File: src/rtl/pow2_row_scheduler_pkg.sv
// rtl/pow2_row_scheduler_pkg.sv - shared state type, constants and pow2 fraction table for the row scheduler
package pow2_row_scheduler_pkg;

  typedef enum logic {IDLE, STREAM} sched_state_t;

  localparam logic [15:0] ONE_Q15 = 16'h8000;
  localparam int POW2_SHIFT_LIMIT = 32;

  function automatic int sum_width(input int pow_bw, input int len_w);
    return pow_bw + len_w;
  endfunction

  // 2^(-frac/4) in Q1.15, indexed by the two fractional input bits
  function automatic logic [15:0] pow2_frac_lut(input logic [1:0] frac);
    case (frac)
      2'd0:    return ONE_Q15;
      2'd1:    return 16'h6BA2;
      2'd2:    return 16'h5A82;
      default: return 16'h4C1C;
    endcase
  endfunction

endpackage

File: src/rtl/pow2_rr_arb.sv
// rtl/pow2_rr_arb.sv - combinational round-robin pick of the first set request at or after ptr
module pow2_rr_arb #(
  parameter int NREQ  = 4,
  parameter int IDX_W = $clog2(NREQ)
) (
  input  logic [NREQ-1:0]  req,
  input  logic [IDX_W-1:0] ptr,
  output logic             any,
  output logic [NREQ-1:0]  grant_oh,
  output logic [IDX_W-1:0] grant_idx
);

  always_comb begin
    int j;
    j         = 0;
    any       = 1'b0;
    grant_oh  = '0;
    grant_idx = '0;
    for (int i = 0; i < NREQ; i++) begin
      j = int'(ptr) + i;
      if (j >= NREQ) j = j - NREQ;
      if (!any && req[j]) begin
        any         = 1'b1;
        grant_oh[j] = 1'b1;
        grant_idx   = IDX_W'(j);
      end
    end
  end

endmodule

File: src/rtl/pow2_row_scheduler.sv
// rtl/pow2_row_scheduler.sv - shares one pow2 unit among row requesters, row-locked grants, row sum on last beat
module pow2_row_scheduler
  import pow2_row_scheduler_pkg::*;
#(
  parameter int NREQ   = 4,
  parameter int BW     = 8,
  parameter int FW     = 2,
  parameter int POW_BW = 16,
  parameter int POW_FW = 15,
  parameter int LEN_W  = 8,
  parameter int SUM_BW = sum_width(POW_BW, LEN_W),
  parameter int IDX_W  = $clog2(NREQ)
) (
  input  logic                 clk,
  input  logic                 rst_n,
  input  logic [NREQ-1:0]      req_valid,
  input  logic [NREQ*BW-1:0]   req_data,
  input  logic [NREQ-1:0]      req_last,
  output logic [NREQ-1:0]      req_ready,
  output logic                 out_valid,
  input  logic                 out_ready,
  output logic [POW_BW-1:0]    out_data,
  output logic [IDX_W-1:0]     out_id,
  output logic                 out_last,
  output logic [SUM_BW-1:0]    out_sum
);

  localparam logic [POW_BW-1:0] POW_ONE = POW_BW'(1) << POW_FW;

  sched_state_t      state;
  logic [IDX_W-1:0]  grant;
  logic [NREQ-1:0]   grant_oh_q;
  logic [IDX_W-1:0]  rr_ptr;
  logic [SUM_BW-1:0] acc;
  logic [LEN_W-1:0]  cnt;

  logic              arb_any;
  logic [NREQ-1:0]   arb_oh;
  logic [IDX_W-1:0]  arb_idx;

  pow2_rr_arb #(.NREQ(NREQ), .IDX_W(IDX_W)) u_arb (
    .req       (req_valid),
    .ptr       (rr_ptr),
    .any       (arb_any),
    .grant_oh  (arb_oh),
    .grant_idx (arb_idx)
  );

  logic accept, beat_last;
  logic [BW-1:0]     x_raw, x_clamp;
  logic [BW:0]       mag;
  logic [BW-FW:0]    shift;
  logic [FW-1:0]     frac;
  logic [POW_BW-1:0] pow_base, pow_val;
  logic [SUM_BW:0]   sum_ext;
  logic [SUM_BW-1:0] sum_sat;

  assign req_ready = (state == STREAM && (!out_valid || out_ready)) ? grant_oh_q : '0;
  assign accept    = |(req_valid & req_ready);
  assign x_raw     = req_data[grant*BW +: BW];
  // The 2**LEN_W-th beat closes the row regardless of req_last
  assign beat_last = req_last[grant] | (cnt == {LEN_W{1'b1}});

  always_comb begin
    x_clamp  = (!x_raw[BW-1] && (x_raw != '0)) ? '0 : x_raw;
    mag      = -{x_clamp[BW-1], x_clamp};
    shift    = mag[BW:FW];
    frac     = mag[FW-1:0];
    pow_base = (frac == '0) ? POW_ONE : POW_BW'(pow2_frac_lut(2'(frac)));
    pow_val  = (int'(shift) >= POW2_SHIFT_LIMIT) ? '0 : (pow_base >> shift);
  end

  assign sum_ext = {1'b0, acc} + {{(SUM_BW + 1 - POW_BW){1'b0}}, pow_val};
  assign sum_sat = sum_ext[SUM_BW] ? {SUM_BW{1'b1}} : sum_ext[SUM_BW-1:0];

  always_ff @(posedge clk) begin
    if (!rst_n) begin
      state      <= IDLE;
      grant      <= '0;
      grant_oh_q <= '0;
      rr_ptr     <= '0;
      acc        <= '0;
      cnt        <= '0;
      out_valid  <= 1'b0;
      out_data   <= '0;
      out_id     <= '0;
      out_last   <= 1'b0;
      out_sum    <= '0;
    end else begin
      if (accept) begin
        out_valid <= 1'b1;
        out_data  <= pow_val;
        out_id    <= grant;
        out_last  <= beat_last;
        out_sum   <= sum_sat;
        acc       <= sum_sat;
        cnt       <= cnt + 1'b1;
      end else if (out_ready) begin
        out_valid <= 1'b0;
      end

      case (state)
        IDLE: begin
          if (arb_any) begin
            grant      <= arb_idx;
            grant_oh_q <= arb_oh;
            acc        <= '0;
            cnt        <= '0;
            state      <= STREAM;
          end
        end
        STREAM: begin
          if (accept && beat_last) begin
            state  <= IDLE;
            rr_ptr <= (grant == IDX_W'(NREQ - 1)) ? '0 : grant + 1'b1;
          end
        end
        default: state <= IDLE;
      endcase
    end
  end

endmodule

File: config.mk
export PLATFORM = sky130hd
export DESIGN_NAME = pow2_row_scheduler
export DESIGN_NICKNAME = d
export VERILOG_FILES = /design/src/rtl/pow2_row_scheduler_pkg.sv /design/src/rtl/pow2_rr_arb.sv /design/src/rtl/pow2_row_scheduler.sv
export SDC_FILE = /design/constraint.sdc
export NUM_CORES = 1
export LEC_CHECK = 0
export ABC_AREA = 1
export BUFFER_PORTS_ARGS = -buffer_cell sky130_fd_sc_hd__buf_2
export CAP_MARGIN = 40
export CORE_MARGIN = 5
export CORE_UTILIZATION = 52
export CTS_CLUSTER_DIAMETER = 200
export DETAILED_ROUTE_END_ITERATION = 16
export PLACE_DENSITY_LB_ADDON = 0.15
export REMOVE_ABC_BUFFERS = 1
export SLEW_MARGIN = 10
export SYNTH_ARGS = -nofsm -noshare
export SYNTH_HDL_FRONTEND = slang
export SYNTH_SLANG_ARGS = --single-unit
export TNS_END_PERCENT = 50
File: constraint.sdc
create_clock -name clk -period 3.85 [get_ports clk]
set_clock_uncertainty 0.1 [all_clocks]
set_input_delay 0.5775 -clock clk [delete_from_list [all_inputs] [get_ports clk]]
set_output_delay 0.5775 -clock clk [all_outputs]
set_load 0.1 [all_outputs]
==> impl_metrics.toml, run 1 <==
[synth]
yosys-top-cells-area = "dfxtp_1, nand2_1, a21oi_1, nand3_1, ha_1"
synth-edff-count = 0
yosysTopAreaCell = "dfxtp_1"
synth_compound_area_frac = 0.199
yosysSeqAreaShare = 0.315
synth.distinct_cells = 43
synthAdderAreaFrac = 0.0615
syn_area_sq_um = 5410
yosys.area_share.simple = 0.302
synth_mux_area_frac = 0
synth-xor-area-share = 0.0340
synth_commonest_cells = "nand2_1, a21oi_1, dfxtp_1, nand3_1, inv_1"
async_reset_ff_frac = 0
synthCells = 802
ys_seq_elements = 85
synth_top_cell_area_share = 0.315
syn_area_per_cell_sq_um = 6.74
ys_warn_count = 0
synth_top_family_by_area = "simple AND/OR/NAND/NOR gates"
yosysMostFrequentCell = "nand2_1"
synth_ff_type = "dfxtp_1"

[floorplanning]
fp.coreArea_sq_um = 10200
die_area_sq_um = 12500
die_x_microns = 112
start_util = 0.529
num_rows = 37
die_height_microns = 112
ios = 91

[timing]
setup_viol = 48
hold_ws_ns = 0.366
rsz0062_at_grt = "true"
setup_ws_ns = -0.292
hold_violations = 0
post-route-period-util = 1.08
fmax_mhz = 241
finalSetupTns_ns = -7.61
max_slew_margin = 0.508
slew_viol_final = 0
fin_crit_ns = 4.14
tightest_slew_ns = 0.737

[critical_path]
critPathRequiredTime_ns = 4.05
crit_start = "grant[0]$_SDFFE_PN0P_"
crit_type = "reg2reg"
max_stage_delay_ns = 0.41
r2r_cells = 28
cpMaxStageDelayCell = "dfxtp_4"
startpoint_type = "flop"
cp.arrival_ns = 4.34
cp-end-kind = "flop"
critical_path_peak_fanout = 7
critPathCapture = "out_sum[19]$_SDFFE_PN0N_"
r2r-start = "grant[0]$_SDFFE_PN0P_"
reg2reg_to = "out_sum[19]$_SDFFE_PN0N_"
reg2reg_slack_ns = -0.29

[finish]
drive_gt1_frac = 0.494
nFillCells = 550
layout.nets = 1104
design_area_sq_um = 8720
diodes = 0
synthToLayoutAreaGrowth_pct = 61.3
final_util = 0.853

[global_routing]
grt_pass1_vias = 6102
grt_pass1_wl_microns = 28100
grt_usage = 0.266
grt_max_degree = 60
grt_overflow = 0
antenna_found_initial = 0

[clocking]
clock_latency_ns = 0.37
cts-root-buf = "clkbuf_8"
clk_transition_reported_paths_ns = 0.09
cts_tree = "done"
cts_buffers = 9
clk_path_buf_depth = 2
htree_levels = 3
clkSinkCount = 85

[route]
dr.pass1.iters = 6
drcViolationCount = 0
vias = 6924
post_drt_wl_per_cell_microns = 18.2
first_iter_violations = 791
routed_via_density = 5.89
drtAntennaViolNets = 0
drt-total-wl_microns = 21500

[pwr]
vdd_drop_max_uv = 699
power_density_nw_per_um2 = 879
leakagePower_uw = 0.00402

[place]
gp_congestion = 0.915
placed_cell_area_sq_um = 6740
hpwl_microns = 11500
portBuffers = 90

[run_status]
violations = "setup timing"
status = "finished, violations left"

[flow_run]
maxCapViolCount = 0

[min_path]
hold_path.class = "reg2reg"
## worst min path at each step
stage                             startpoint                       end  slack, ns  cells past startpoint
global route        out_sum[23]$_SDFFE_PN0N_  out_sum[23]$_SDFFE_PN0N_       0.39                      2
finish              out_sum[21]$_SDFFE_PN0N_  out_sum[21]$_SDFFE_PN0N_       0.37                      2
CTS                 out_sum[19]$_SDFFE_PN0N_  out_sum[19]$_SDFFE_PN0N_       0.37                      2
global placement     out_sum[6]$_SDFFE_PN0N_   out_sum[6]$_SDFFE_PN0N_       0.35                      2
floorplan                  acc[0]$_SDFF_PN0_         acc[0]$_SDFF_PN0_       0.35                      2
detailed placement   out_sum[6]$_SDFFE_PN0N_   out_sum[6]$_SDFFE_PN0N_       0.35                      2
## critical path, delay by kind of cell (launching register included)
family                   cells  cell delay (ns)
adder cells (fa/ha/maj)      1             0.24
AND/OR/NAND/NOR             12             1.21
buffers and inverters        8             0.95
AO/OA/AOI/OAI                7             1.14
flip-flops                   1             0.41
## per-layer routing
metal,vias up,share of wire,GRT usage
met4,0,0.062,0.103
met3,121,0.069,0.0418
met1,3288,0.38,0.325
met2,382,0.49,0.468
met5,-,0,0
li1,3133,-,-
## state kept, by name, summed over array words and instances (netlist names)
name	count
out_data	16
out_id	2
out_last	1
cnt	8
grant_oh_q	4
grant	2
acc	24
state	1
rr_ptr	2
out_valid	1
out_sum	24
## area by class of cell
type                    count  area, sq um  area share
clock buffers              11          151      0.0174
clock inverters             5         82.6     0.00947
inverters                  84          355      0.0407
multi-input cells         603         4430       0.507
flip-flops and latches     85         1710       0.196
well taps                 136          170      0.0195
repair buffers            252         1830       0.210
## cell usage in the layout, fill, tap and decap left out, drive strengths merged
cell | netlist | layout
nor3 | 5 | 5
bufinv | 0 | 2
o221ai | 1 | 1
o21ai | 67 | 67
a21o | 4 | 4
o22ai | 3 | 3
o211ai | 1 | 1
dfxtp | 85 | 85
buf | 13 | 252
ha | 25 | 25
nand2 | 201 | 201
xor2 | 12 | 12
clkbuf | 17 | 11
a31oi | 3 | 3
nand3 | 90 | 90
nand4 | 3 | 3
nand3b | 3 | 3
inv | 83 | 84
a221oi | 3 | 3
a21oi | 108 | 108
a21boi | 1 | 1
o21a | 2 | 2
fa | 1 | 1
o21bai | 2 | 2
xnor2 | 9 | 9
o2111ai | 1 | 1
nor2 | 56 | 56
clkinv | 1 | 3
or2 | 1 | 1
o311ai | 1 | 1
## metrics by stage
step / total power, uW / std cells / setup WS (ns)
after floorplan: 3380 / 772 / -1.49
after global placement: 4780 / 1110 / -0.405
after detailed placement: 4830 / 1110 / -0.513
after CTS: 6340 / 1156 / -0.0000697
after global routing: 8040 / 1176 / -0.512
final: 7670 / 1176 / -0.292
## logic make-up (layout without fill, tap and decap cells)
| kind of cell | after synthesis | after routing |
|---|---|---|
| AND/OR/NAND/NOR | 359 | 359 |
| XOR/XNOR | 21 | 21 |
| buffers and inverters | 114 | 352 |
| adder cells (fa/ha/maj) | 26 | 26 |
| flip-flops | 85 | 85 |
| AO/OA/AOI/OAI | 197 | 197 |
## where the power goes
part / switching, uW / internal, uW / total (uW)
registers: 80.1 / 984 / 1060
clock network: 337 / 402 / 740
logic: 3500 / 2370 / 5870
## what timing repair did
item | 4_1_cts | 5_1_grt
pin swaps | 45 | 81
buffers inserted | 28 | 22
hold buffers | 0 | 0
cloned | 2 | 0
endpoints found under the hold margin | 0 | 0
endpoints found under the setup margin | 48 | 48
resized for setup | 136 | 201
No activity file was read; power rests on OpenSTA's default activity.
==> run 2, diff against run 1 <==
==> constraint.sdc (replaced) <==
create_clock -name clk -period 3.85 [get_ports clk]
set_clock_uncertainty 0.1 [all_clocks]
set_input_delay 0.1925 -clock clk [delete_from_list [all_inputs] [get_ports clk]]
set_output_delay 0.1925 -clock clk [all_outputs]
set_load 0.1 [all_outputs]
==> run 2 against run 1 <==
  * Global-route usage rose by 0.44 points
  * Fmax increased by 1.7%
  * Die area is the same
  * Power shrank 3.7%
  * Final area down 3.4%
  * Register-to-register slack improved by 0.07 ns
  * Setup slack gained 0.071 ns
  * The flow still finishes with violations (setup timing)
  * Hold slack lost 0.18 ns
  * Wire length down 4.4%
  * Utilization fell by 2.9 points
  * Sequential power hardly changed
  * Final cell count up 1.0%
  * Critical path type unchanged
==> impl_metrics.toml, run 2 (synthesis gave the netlist of run 1 again) <==
[floorplanning]
ios = 91
die_area_sq_um = 12500
num_rows = 37
fp.coreArea_sq_um = 10200
die_height_microns = 112
die_x_microns = 112
start_util = 0.529

[critical_path]
critPathRequiredTime_ns = 4.03
r2r-start = "grant[0]$_SDFFE_PN0P_"
r2r_cells = 27
crit_type = "reg2reg"
startpoint_type = "flop"
cp.arrival_ns = 4.26
cp-end-kind = "flop"
crit_start = "grant[0]$_SDFFE_PN0P_"
critical_path_peak_fanout = 7

[timing]
hold_violations = 0
setup_viol = 47
slew_viol_final = 0
max_slew_margin = 0.557
post-route-period-util = 1.06
tightest_slew_ns = 0.665
setup_ws_ns = -0.221
rsz0062_at_grt = "true"
fmax_mhz = 246
hold_ws_ns = 0.186
fin_crit_ns = 4.07

[clocking]
htree_levels = 3
clk_path_buf_depth = 2
clock_latency_ns = 0.36
cts-root-buf = "clkbuf_8"
cts_tree = "done"
clkSinkCount = 85
clk_transition_reported_paths_ns = 0.09
cts_buffers = 9

[finish]
layout.nets = 1116
design_area_sq_um = 8430
final_cell_mix = "buf_4, nand2_1, buf_2"
synthToLayoutAreaGrowth_pct = 55.9
drive_gt1_frac = 0.482
top_regs = "acc: 24 flops, out_sum: 24 flops, out_data: 16 flops"
diodes = 0
layout.cells.most_common = "buf_4"

[pwr]
leakagePower_uw = 0.00394
finalPower_uw = 7390
power_density_nw_per_um2 = 877
vdd_drop_max_uv = 597

[route]
post_drt_wl_per_cell_microns = 17.3
routed_via_density = 5.70
drt-total-wl_microns = 20500
drcViolationCount = 0
dr.pass1.iters = 5
drtAntennaViolNets = 0
first_iter_violations = 599
vias = 6771

[global_routing]
grt_pass1_wl_microns = 28400
grt_overflow = 0
grt_pass1_vias = 6197
antenna_found_initial = 0
grt_max_degree = 60
grt_usage = 0.270

[min_path]
hold_path.class = "in2reg"
whs_path_depth = 3
hold_start = "rst_n"

[place]
placed_cell_area_sq_um = 6770
portBuffers = 90
hpwl_microns = 11800
gp_congestion = 0.922
place_ws_ns = -0.400

[run_status]
status = "finished, violations left"
violations = "setup timing"

[flow_run]
maxCapViolCount = 0
==> run 2: changes by cell type in the layout (fill, tap and decap cells not counted), sizes merged <==
cell         before  now
inv              84   85
clkinvlp          0    2
buf             252  263
clkbuf           11   10
bufinv            2    0
dlygate4sd3       0    1
==> run 2: where the power goes <==
part	switching (uW)	internal (uW)	leakage (uW)
clock	347	239	0.0000833
combinational	3360	2380	0.00317
sequential	77.8	984	0.000690
==> run 2: area by class of cell <==
type,instances,area (sq um)
multi-input combinational,603,4150
clock buffer,10,128
inverter,84,347
clock inverter,6,46.3
sequential,85,1710
tap,136,170
timing repair buffer,264,1880
fill,578,1800
==> run 2: repair_timing <==
action / 4_1_cts / 5_1_grt
hold buffers: 1 / 0
cloned: 2 / 1
hold endpoints to repair: 1 / 0
setup endpoints to repair: 48 / 49
pin swaps: 40 / 86
buffers inserted: 34 / 19
gates resized for setup: 101 / 175
==> run 2: path summary, 6_finish.rpt <==
check	to	slack (ns)
setup / recovery	acc[2]$_SDFF_PN0_	-0.22
hold / removal	out_data[4]$_SDFFE_PN0N_	0.19
setup reg to reg	acc[2]$_SDFF_PN0_	-0.22
hold reg to reg	out_sum[11]$_SDFFE_PN0N_	0.36
==> run 2: per-stage QoR <==
stage               setup TNS [ns]  utilization  std cells
finish                       -6.69        0.824       1188
detailed placement          -13.15        0.662       1116
global placement             -9.61        0.662       1116
floorplan                   -68.77            -        772
global route                -13.69        0.824       1188
CTS                         -0.103        0.746       1168
==> run 2: worst max-delay path, stage by stage, from the launching register on <==
cell and delay [ns]:
dfxtp_4 0.39, buf_12 0.14, buf_8 0.12, nand2_2 0.07, nand3_2 0.09, nand2_2 0.11
nand2_4 0.08, nor2_4 0.10, nand2_2 0.07, nand2_4 0.07, nand3_4 0.11, nand2_4 0.13
buf_6 0.13, nand2_1 0.10, nand3_1 0.12, nand3_1 0.09, nand3_1 0.11, inv_1 0.09
ha_1 0.42, nand2_4 0.10, o21ai_4 0.19, nand3_2 0.09, nand2_2 0.09, nand2_2 0.08
nor2_4 0.22, buf_2 0.22, o21ai_1 0.12, a21oi_1 0.21
==> run 2: layer usage <==
layer / part of all wire / track usage / up-vias / routed length [microns]
met5: 0 / 0 / - / 0
met4: 0.052 / 0.106 / 0 / 1060
met3: 0.064 / 0.0451 / 101 / 1310
met2: 0.50 / 0.477 / 333 / 10200
met1: 0.39 / 0.327 / 3177 / 7900
li1: - / - / 3160 / -
==> run 3, diff against run 2 <==
Settings changed: ABC_AREA 1 to unset.
==> run 3 against run 2 <==
  * The run still ends with setup timing left
  * Clock power grew 20%
  * First-iteration DRC count shrank 1.7%
  * Synthesized cell count shrank 14%
  * Critical path depth shrank 10
  * Via count shrank 3.6%
  * Count of clock-buffer cells in the layout is the same
  * Area after synthesis grew 3.3%
  * Power shrank 50%
==> impl_metrics.toml, run 3 <==
[finish]
final_cell_mix = "buf_4, buf_2, dfxtp_1"
layout.cells.most_common = "buf_4"
design_area_sq_um = 8360
top_regs = "acc: 24 flops, out_sum: 24 flops, out_data: 16 flops"
synthToLayoutAreaGrowth_pct = 49.7
layout.nets = 1001
diodes = 0
drive_gt1_frac = 0.439

[critical_path]
startpoint_type = "flop"
reg2reg_to = "out_sum[16]$_SDFFE_PN0N_"
crit_top_cell = "buf_6"
cp.arrival_ns = 4.51
critical_path_peak_fanout = 6
crit_chain = "mux4_2 -> buf_6 -> or4_4 -> o21ai_0 -> a311oi_2 -> a31oi_4 -> nor2_4 -> fa_2 -> a21o_1 -> a21boi_2 -> buf_4 -> o21ai_4 -> a21oi_4 -> buf_6 -> mux2i_1 -> o21ai_1 -> and2_1"
crit_type = "reg2reg"
critPathRequiredTime_ns = 4.01
path_buf_inv = 3
r2r_cells = 17
r2r-start = "grant[0]$_SDFFE_PN0P_"
reg2reg_slack_ns = -0.49
critical_path.top_delay_family = "compound AO/OA/AOI/OAI gates"
max_stage_delay_ns = 0.59
cpMaxStageDelayCell = "mux4_2"
cp-end-kind = "flop"

[global_routing]
grt_overflow = 0
use_met3 = 0.0552
grt_pass1_vias = 6349
grt_max_degree = 38
gr-max-usage-layer = "met2"
grt_pass1_wl_microns = 30800
grt_usage = 0.292
grtUsageMet2 = 0.508
use_met1 = 0.361
antenna_found_initial = 0

[timing]
setup_ws_ns = -0.495
setup_viol = 49
max_slew_margin = 0.455
post-route-period-util = 1.13
hold_violations = 0
fmax_mhz = 230
tightest_slew_ns = 0.815
fin_crit_ns = 4.34
rsz0062_at_grt = "true"
slew_viol_final = 0

[clocking]
clk_path_buf_depth = 2
cts_tree = "done"
cts_buffers = 9
ctsHoldBuffers = 0
cts-root-buf = "clkbuf_8"
clkSinkCount = 85
clk_transition_reported_paths_ns = 0.09
clock_latency_ns = 0.37
htree_levels = 3

[flow_run]
maxCapViolCount = 0

[synth]
synthCells = 691
ys_seq_elements = 85
syn_area_per_cell_sq_um = 8.08
ys_warn_count = 0
synth_ff_type = "dfxtp_1"
synth-edff-count = 0
synth_top_cell_area_share = 0.305
syn_area_sq_um = 5580
yosysTopAreaCell = "dfxtp_1"
yosys-top-cells-area = "dfxtp_1, o21ai_0, ha_1, nor2_1, mux4_2"
yosysMostFrequentCell = "dfxtp_1"
async_reset_ff_frac = 0
synth.distinct_cells = 66
yosysSeqAreaShare = 0.305
synth_commonest_cells = "dfxtp_1, nor2_1, nand2_1"

[floorplanning]
die_area_sq_um = 12900
die_x_microns = 114
fp.coreArea_sq_um = 10400
num_rows = 37
die_height_microns = 114
ios = 91
start_util = 0.536

[route]
first_iter_violations = 589
vias = 6527
drcViolationCount = 0
post_drt_wl_per_cell_microns = 19.4
drtAntennaViolNets = 0
routed_via_density = 6.09
drt-total-wl_microns = 20800
dr.pass1.iters = 5

[min_path]
hold_start = "out_ready"
hold_end = "out_valid$_SDFFE_PN0P_"
whs_path_depth = 3
hold_path.class = "in2reg"

[run_status]
violations = "setup timing"
status = "finished, violations left"

[pwr]
vdd_drop_max_uv = 322
p_seq_frac = 0.270
cellInternalPower_uw = 2120
power_density_nw_per_um2 = 438
p_sw_uw = 1550
combPwrFrac = 0.538
leakagePower_uw = 0.00370
sw_frac_of_total = 0.422
pwr-share-clk = 0.192

[place]
portBuffers = 90
gp_congestion = 0.914
hpwl_microns = 13100
placed_cell_area_sq_um = 6990
place_ws_ns = -0.762
run 3: cell count changes after synthesis, sizes merged, moves of 11 or more:
cell / previous run / this run
mux4: 0 / 12
nor2: 56 / 81
nand2: 201 / 68
a21boi: 1 / 12
mux2i: 0 / 13
nand2b: 0 / 11
a22oi: 0 / 11
a21oi: 108 / 47
inv: 83 / 13
nand3: 90 / 15
run 3: how the worst max path moves through the flow:
stage | from | cells after the start | endpoint
after CTS | grant[0]$_SDFFE_PN0P_ | 16 | out_sum[16]$_SDFFE_PN0N_
after detailed placement | grant[0]$_SDFFE_PN0P_ | 17 | acc[21]$_SDFF_PN0_
after global placement | grant[0]$_SDFFE_PN0P_ | 17 | acc[21]$_SDFF_PN0_
after floorplan | grant[0]$_SDFFE_PN0P_ | 15 | acc[17]$_SDFF_PN0_
final | grant[0]$_SDFFE_PN0P_ | 17 | out_sum[16]$_SDFFE_PN0N_
after global routing | grant[0]$_SDFFE_PN0P_ | 17 | acc[17]$_SDFF_PN0_
run 3: power by group through the flow:
stage | Combinational [uW] | Sequential [uW] | Clock, uW
final | 1970 | 989 | 702
after global routing | 2070 | 998 | 752
after CTS | 1780 | 986 | 702
after detailed placement | 1510 | 1000 | 0
after global placement | 1490 | 1000 | 0
after floorplan | 626 | 1300 | 0
run 3: per-stage QoR:
| step | util | total power, uW | hold WS (ns) | std cells | TNS, ns |
|---|---|---|---|---|---|
| floorplan | - | 1930 | 0.209 | 647 | -55.07 |
| global placement | 0.671 | 2490 | 0.341 | 1004 | -24.14 |
| detailed placement | 0.671 | 2510 | 0.355 | 1004 | -28.03 |
| CTS | 0.766 | 3470 | 0.132 | 1058 | -9.61 |
| global route | 0.803 | 3820 | 0.154 | 1071 | -28.86 |
| finish | 0.803 | 3660 | 0.140 | 1071 | -21.11 |
run 3: cells by family after synthesis:
group / share of synthesized area
muxes: 0.0757
adders and majority gates: 0.0596
and+or+nand+nor: 0.207
DFF: 0.305
AOI/OAI and AO/OA: 0.272
buffers and inverters: 0.0450
xor gates and xnor gates: 0.0361
run 3: per-layer routing:
metal  vias to the layer above  routed length (microns)
met4                         0                      745
met2                       313                    10300
met3                        60                     1390
met5                         -                        0
met1                      3119                     8330
li1                       3035                        -
run 3: area by class of cell:
| class | count | area, sq um |
|---|---|---|
| timing repair buffer | 274 | 1940 |
| inverter | 13 | 48.8 |
| multi-input combinational | 549 | 4280 |
| clock buffer | 10 | 138 |
| fill | 667 | 2060 |
| sequential | 85 | 1710 |
| clock inverter | 4 | 73.8 |
| tap | 136 | 170 |
run 3: tightest hold or removal path: cells and delay by family:
kind | cells | cell delay, ns
AOI/OAI and AO/OA | 1 | 0.12
buffers and inverters | 1 | 0.07
and+or+nand+nor | 1 | 0.17
run 3: what timing repair did:
action / 4_1_cts / 5_1_grt
resized for setup: 108 / 55
endpoints found under the hold margin: 0 / 0
pin swaps: 23 / 45
setup endpoints to repair: 48 / 49
gates cloned: 1 / 0
setup buffers: 41 / 14
